**config.mk**
```make
export PLATFORM = sky130hd
export DESIGN_NAME = spi_master_ctrl
export DESIGN_NICKNAME = d
export VERILOG_FILES = /design/src/rtl/spi_pkg.sv /design/src/rtl/spi_shift_reg.sv /design/src/rtl/spi_master_ctrl.sv
export SDC_FILE = /design/constraint.sdc
export NUM_CORES = 1
export LEC_CHECK = 0
export BUFFER_PORTS_ARGS = -buffer_cell sky130_fd_sc_hd__buf_2
export CORE_ASPECT_RATIO = 1.4
export CORE_UTILIZATION = 59
export CTS_CLUSTER_DIAMETER = 40
export CTS_CLUSTER_SIZE = 8
export DETAILED_ROUTE_END_ITERATION = 16
export MAX_ROUTING_LAYER = met4
export PLACE_DENSITY_LB_ADDON = 0.05
export SLEW_MARGIN = 20
export SYNTH_ARGS = -nofsm -noshare
export SYNTH_HDL_FRONTEND = slang
export SYNTH_HIERARCHICAL = 1
export SYNTH_SLANG_ARGS = --single-unit
export TNS_END_PERCENT = 10
```
**constraint.sdc**
```tcl
create_clock -name clk -period 5.6 [get_ports clk]
set_input_delay 0.28 -clock clk [delete_from_list [all_inputs] [get_ports clk]]
set_output_delay 0.28 -clock clk [all_outputs]
set_load 0.05 [all_outputs]
```
**src/rtl/spi_pkg.sv**
```systemverilog
// Shared SPI definitions: opcodes, slave state constants and master FSM encoding.
package spi_pkg;

    localparam logic [1:0] OP_WR_ADDR = 2'b00;
    localparam logic [1:0] OP_WR_DATA = 2'b01;
    localparam logic [1:0] OP_RD_ADDR = 2'b10;
    localparam logic [1:0] OP_RD_DATA = 2'b11;

    // SPI_Wrapper slave states, kept here so both ends share one definition file.
    localparam logic [2:0] SLV_IDLE      = 3'd0;
    localparam logic [2:0] SLV_CHK_CMD   = 3'd1;
    localparam logic [2:0] SLV_WRITE     = 3'd2;
    localparam logic [2:0] SLV_READ_ADD  = 3'd3;
    localparam logic [2:0] SLV_READ_DATA = 3'd4;

    typedef enum logic [2:0] {
        M_IDLE,
        M_SEL,
        M_CMD,
        M_DATA_OUT,
        M_DUMMY,
        M_TURN,
        M_CAPTURE,
        M_GAP
    } mstate_e;

    localparam int CNT_W = 4;

endpackage

```
**src/rtl/spi_shift_reg.sv**
```systemverilog
// 8-bit MSB-first shift register: parallel load for MOSI, serial-in for MISO capture.
module spi_shift_reg (
    input  logic       clk,
    input  logic       rst,
    input  logic       load,
    input  logic       shift_en,
    input  logic       serial_in,
    input  logic [7:0] load_data,
    output logic [7:0] q
);

    always_ff @(posedge clk) begin
        if (rst)           q <= 8'h00;
        else if (load)     q <= load_data;
        else if (shift_en) q <= {q[6:0], serial_in};
    end

endmodule

```
**src/rtl/spi_master_ctrl.sv**
```systemverilog
// SPI master for the SPI_Wrapper slave: turns one {op, byte} command into a full SS_n/MOSI frame.
module spi_master_ctrl
    import spi_pkg::*;
#(
    parameter int DUMMY_BITS = 8,
    parameter int TURNAROUND = 1,
    parameter int GAP        = 1
) (
    input  logic       clk,
    input  logic       rst,
    input  logic       cmd_valid,
    output logic       cmd_ready,
    input  logic [1:0] cmd_op,
    input  logic [7:0] cmd_data,
    output logic       rd_valid,
    output logic [7:0] rd_data,
    output logic       busy,
    output logic       SS_n,
    output logic       MOSI,
    input  logic       MISO
);

    mstate_e          state;
    logic [CNT_W-1:0] cnt;
    logic [1:0]       op;
    logic [7:0]       sr_q;
    logic             accept;
    logic             shift_en;

    assign accept = cmd_valid && cmd_ready;

    // The shift register is one step ahead of MOSI: it advances as each data bit is registered out.
    always_comb begin
        shift_en = 1'b0;
        case (state)
            M_CMD:      shift_en = (cnt == '0) && (op != OP_RD_DATA);
            M_DATA_OUT: shift_en = (cnt != '0);
            M_CAPTURE:  shift_en = 1'b1;
            default:    shift_en = 1'b0;
        endcase
    end

    spi_shift_reg u_sr (
        .clk       (clk),
        .rst       (rst),
        .load      (accept),
        .shift_en  (shift_en),
        .serial_in (MISO),
        .load_data (cmd_data),
        .q         (sr_q)
    );

    // cnt holds the number of bits still to follow the one currently on the wire.
    always_ff @(posedge clk) begin
        if (rst) begin
            state     <= M_IDLE;
            cnt       <= '0;
            op        <= 2'b00;
            SS_n      <= 1'b1;
            MOSI      <= 1'b0;
            cmd_ready <= 1'b1;
            busy      <= 1'b0;
            rd_valid  <= 1'b0;
            rd_data   <= 8'h00;
        end else begin
            rd_valid <= 1'b0;
            case (state)
                M_IDLE: if (accept) begin
                    state     <= M_SEL;
                    op        <= cmd_op;
                    SS_n      <= 1'b0;
                    MOSI      <= 1'b0;
                    cmd_ready <= 1'b0;
                    busy      <= 1'b1;
                end
                M_SEL: begin
                    state <= M_CMD;
                    MOSI  <= op[1];
                    cnt   <= CNT_W'(2);
                end
                M_CMD: if (cnt != '0) begin
                    cnt  <= cnt - 1'b1;
                    MOSI <= (cnt == CNT_W'(2)) ? op[1] : op[0];
                end else if (op == OP_RD_DATA) begin
                    state <= M_DUMMY;
                    MOSI  <= 1'b0;
                    cnt   <= CNT_W'(DUMMY_BITS - 1);
                end else begin
                    state <= M_DATA_OUT;
                    MOSI  <= sr_q[7];
                    cnt   <= CNT_W'(7);
                end
                M_DATA_OUT: if (cnt != '0) begin
                    cnt  <= cnt - 1'b1;
                    MOSI <= sr_q[7];
                end else begin
                    state <= M_GAP;
                    SS_n  <= 1'b1;
                    MOSI  <= 1'b0;
                    cnt   <= CNT_W'(GAP - 1);
                end
                M_DUMMY: if (cnt != '0) cnt <= cnt - 1'b1;
                else begin
                    state <= M_TURN;
                    cnt   <= CNT_W'(TURNAROUND - 1);
                end
                M_TURN: if (cnt != '0) cnt <= cnt - 1'b1;
                else begin
                    state <= M_CAPTURE;
                    cnt   <= CNT_W'(7);
                end
                M_CAPTURE: if (cnt != '0) cnt <= cnt - 1'b1;
                else begin
                    state    <= M_GAP;
                    SS_n     <= 1'b1;
                    rd_valid <= 1'b1;
                    rd_data  <= {sr_q[6:0], MISO};
                    cnt      <= CNT_W'(GAP - 1);
                end
                M_GAP: if (cnt != '0) cnt <= cnt - 1'b1;
                else begin
                    state     <= M_IDLE;
                    cmd_ready <= 1'b1;
                    busy      <= 1'b0;
                end
                default: state <= M_IDLE;
            endcase
        end
    end

endmodule
```
==> flow_metrics.env <==
export IMPL_numCtsBuffers=5
export IMPL_fp_dieW_um=45.1
export IMPL_synth_top_family_by_area="simple AND/OR/NAND/NOR gates"
export IMPL_ir_drop_v=0.000274
export IMPL_grt_pass1_vias=1265
export IMPL_timing_final_crit_share=0.521
export IMPL_fin_nets=206
export IMPL_setup_violations=0
export IMPL_cts_tree="built"
export IMPL_layout_commonest_cell="dfxtp_1"
export IMPL_cp_required_ps=5830
export IMPL_clockBufferDepth=2
export IMPL_p_leak_uw=0.000710
export IMPL_portBuffers=26
export IMPL_grt_max_degree=31
export IMPL_drive_gt1_frac=0.200
export IMPL_syn_to_final_growth_pct=9.46
export IMPL_critPathArrivalTime_ps=3150
export IMPL_htreeDepth=2
export IMPL_clock_skew_ps=10.6
export IMPL_synth_warnings=6
export IMPL_drc=0
export IMPL_slew_headroom=0.448
export IMPL_hold_class="input port to register"
export IMPL_cp_max_fo=13
export IMPL_slew_viol_final=0
export IMPL_dr_pass1_iters=4
export IMPL_critPathLaunchType="register"
export IMPL_antenna_found_initial=0
export IMPL_n_fill_cell=232
export IMPL_min_period_ps=2920
export IMPL_p_per_area_mw_per_mm2=338
export IMPL_fin_area_mm2=0.00168
export IMPL_maxCapViolations=0
export IMPL_critical_path_class="register to register"
export IMPL_clock_root_buffer="clkbuf_4"
export IMPL_yosys_area_top_type="dfxtp_1"
export IMPL_syn_inst=170
export IMPL_place_hpwl_mm=2.24
export IMPL_clkLatencyLatePin_ps=330
export IMPL_antenna_cells=0
export IMPL_synthTopCellsByArea="dfxtp_1, mux2i_1, a211oi_1, nor2_1, a21oi_1"
export IMPL_layout_common_cells="dfxtp_1, buf_2, mux2i_1"
export IMPL_core_mm2=0.00242
export IMPL_num_rows=21
export IMPL_ant_nets=0
export IMPL_status="finished clean"
export IMPL_fp_dieH_um=62.3
export IMPL_avgViaCountPerCell=5.75
export IMPL_ios=27
export IMPL_endpoint_kind="register"
export IMPL_syn_cell_area_mm2=0.00153
export IMPL_grt_overflow_total=0
export IMPL_synth_seq_area_share=0.392
export IMPL_synthMuxAreaShare=0.124
export IMPL_ys_ff_latch=30
export IMPL_drt_iter0_drc=57
export IMPL_synth_compound_area_share=0.188
export IMPL_yosys_area_share_simple=0.202
export IMPL_vias=1289
export IMPL_cts_repair_resized=0
export IMPL_tns_ps=0
export IMPL_grt_pass1_wl_mm=5.40
export IMPL_wl_mm=3.11
export IMPL_syn_area_per_cell_um2=9.02
export IMPL_fmax_ghz=0.343
export IMPL_synth_top_area_frac=0.392
export IMPL_clk_pin_slew_ps=90
export IMPL_synthXorXnorAreaFrac=0.0114
export IMPL_wl_per_cell_um=13.9
export IMPL_floorplan_initialDensity=0.635
export IMPL_gp_congestion=0.778
export IMPL_worst_slew_pin_slew_ps=824
export IMPL_place_area_mm2=0.00163
export IMPL_finalHoldViolCount=0
export IMPL_rsz0062_at_grt="no"
export IMPL_grt_util_all_layers=0.268
export IMPL_die_area_mm2=0.00281
export IMPL_cts_hold_buf=0
export IMPL_synthesis_nets=186
export IMPL_synth_distinct_cells=42
export IMPL_postCtsSetupBuffers=0
export IMPL_cts_sinks=30
export IMPL_synth_fa_ha_area_frac=0.0163
-- metrics by stage --
step | cells | total power [µW] | hold slack [ps] | setup WS [ps] | utilization
3_3_place_gp | 217 | 446 | 460 | 2890 | 0.675
3_5_place_dp | 217 | 455 | 465 | 2730 | 0.675
4_1_cts | 224 | 572 | 182 | 2720 | 0.695
6_report | 224 | 568 | 194 | 2680 | 0.695
5_1_grt | 224 | 608 | 201 | 2350 | 0.695
2_1_floorplan | 170 | 427 | 356 | 3660 | -
-- power breakdown --
group          switching, µW  leakage, µW  internal [µW]
registers               34.4     0.000246            236
logic                    104     0.000433           77.4
clock network           71.5    0.0000308           45.0
-- cell usage after synthesis --
cell / instances
ha_1: 2
buf_6: 2
or4b_1: 1
dfxtp_1: 30
xnor2_1: 1
and4bb_1: 1
o21ai_0: 7
a2111oi_2: 1
o21bai_1: 1
a31oi_1: 2
nor2_1: 18
o2bb2ai_1: 1
clkbuf_1: 4
a311oi_1: 1
xor2_1: 1
o32a_1: 1
nand2_1: 6
or3_1: 1
a21oi_1: 12
a41oi_1: 1
nand3b_1: 3
mux2i_1: 19
nor2b_1: 8
buf_2: 3
inv_2: 1
inv_1: 6
o2111ai_1: 1
nand3_1: 4
or4_1: 2
a211oi_1: 12
nor4_2: 1
or3b_2: 1
o31ai_1: 1
buf_1: 2
or3b_1: 1
buf_4: 2
nor3b_2: 1
o22a_1: 1
nor3b_1: 1
nand4b_1: 1
nand2b_1: 4
o21a_1: 1
-- critical path: stages (launching register included) --
cell and delay (ps):
dfxtp_1 340, inv_1 120, ha_1 250, nor3b_2 660
a21oi_1 140, o22a_1 230, nor2_1 630, mux2i_1 160
a211oi_1 290
-- kinds of logic (layout without fill, tap and decap cells) --
kind of cell	after synthesis	in the layout
AO/OA/AOI/OAI	43	43
XOR/XNOR	2	2
multiplexers	19	19
AND/OR/NAND/NOR	54	54
flip-flops	30	30
adder cells (fa/ha/maj)	2	2
buffers and inverters	20	40
-- area by class of cell --
| cell class | instances | area [µm²] | area share |
|---|---|---|---|
| Clock buffer | 5 | 37.5 | 0.0224 |
| Clock inverter | 2 | 10.0 | 0.00596 |
| Inverter | 7 | 26.3 | 0.0156 |
| Multi-Input combinational cell | 120 | 832 | 0.496 |
| Sequential cell | 30 | 601 | 0.358 |
| Tap cell | 34 | 42.5 | 0.0253 |
| Timing Repair Buffer | 26 | 130 | 0.0775 |
-- registers in the layout, indices dropped and copies added (netlist names) --
name / flops
rd_valid: 1
MOSI: 1
op: 2
SS_n: 1
rd_data: 8
state: 3
busy: 1
cnt: 4
u_sr/q: 8
cmd_ready: 1
-- routing by layer --
metal / part of all wire / routed length, µm / global-route usage
met5: 0 / 0 / -
met2: 0.55 / 1710 / 0.462
met1: 0.40 / 1250 / 0.269
met4: 0.020 / 63 / 0.106
met3: 0.029 / 89 / 0.0785
-- final timing paths --
kind	from	endpoint	slack, ps	cells past startpoint
setup / recovery	cnt[0]	u_sr/q[4]	2680	8
hold / removal	cmd_op[1]	op[1]	190	3
setup reg to reg	cnt[0]	u_sr/q[4]	2680	8
hold reg to reg	SS_n	SS_n	480	2
Power figures use the tool's default switching activity.
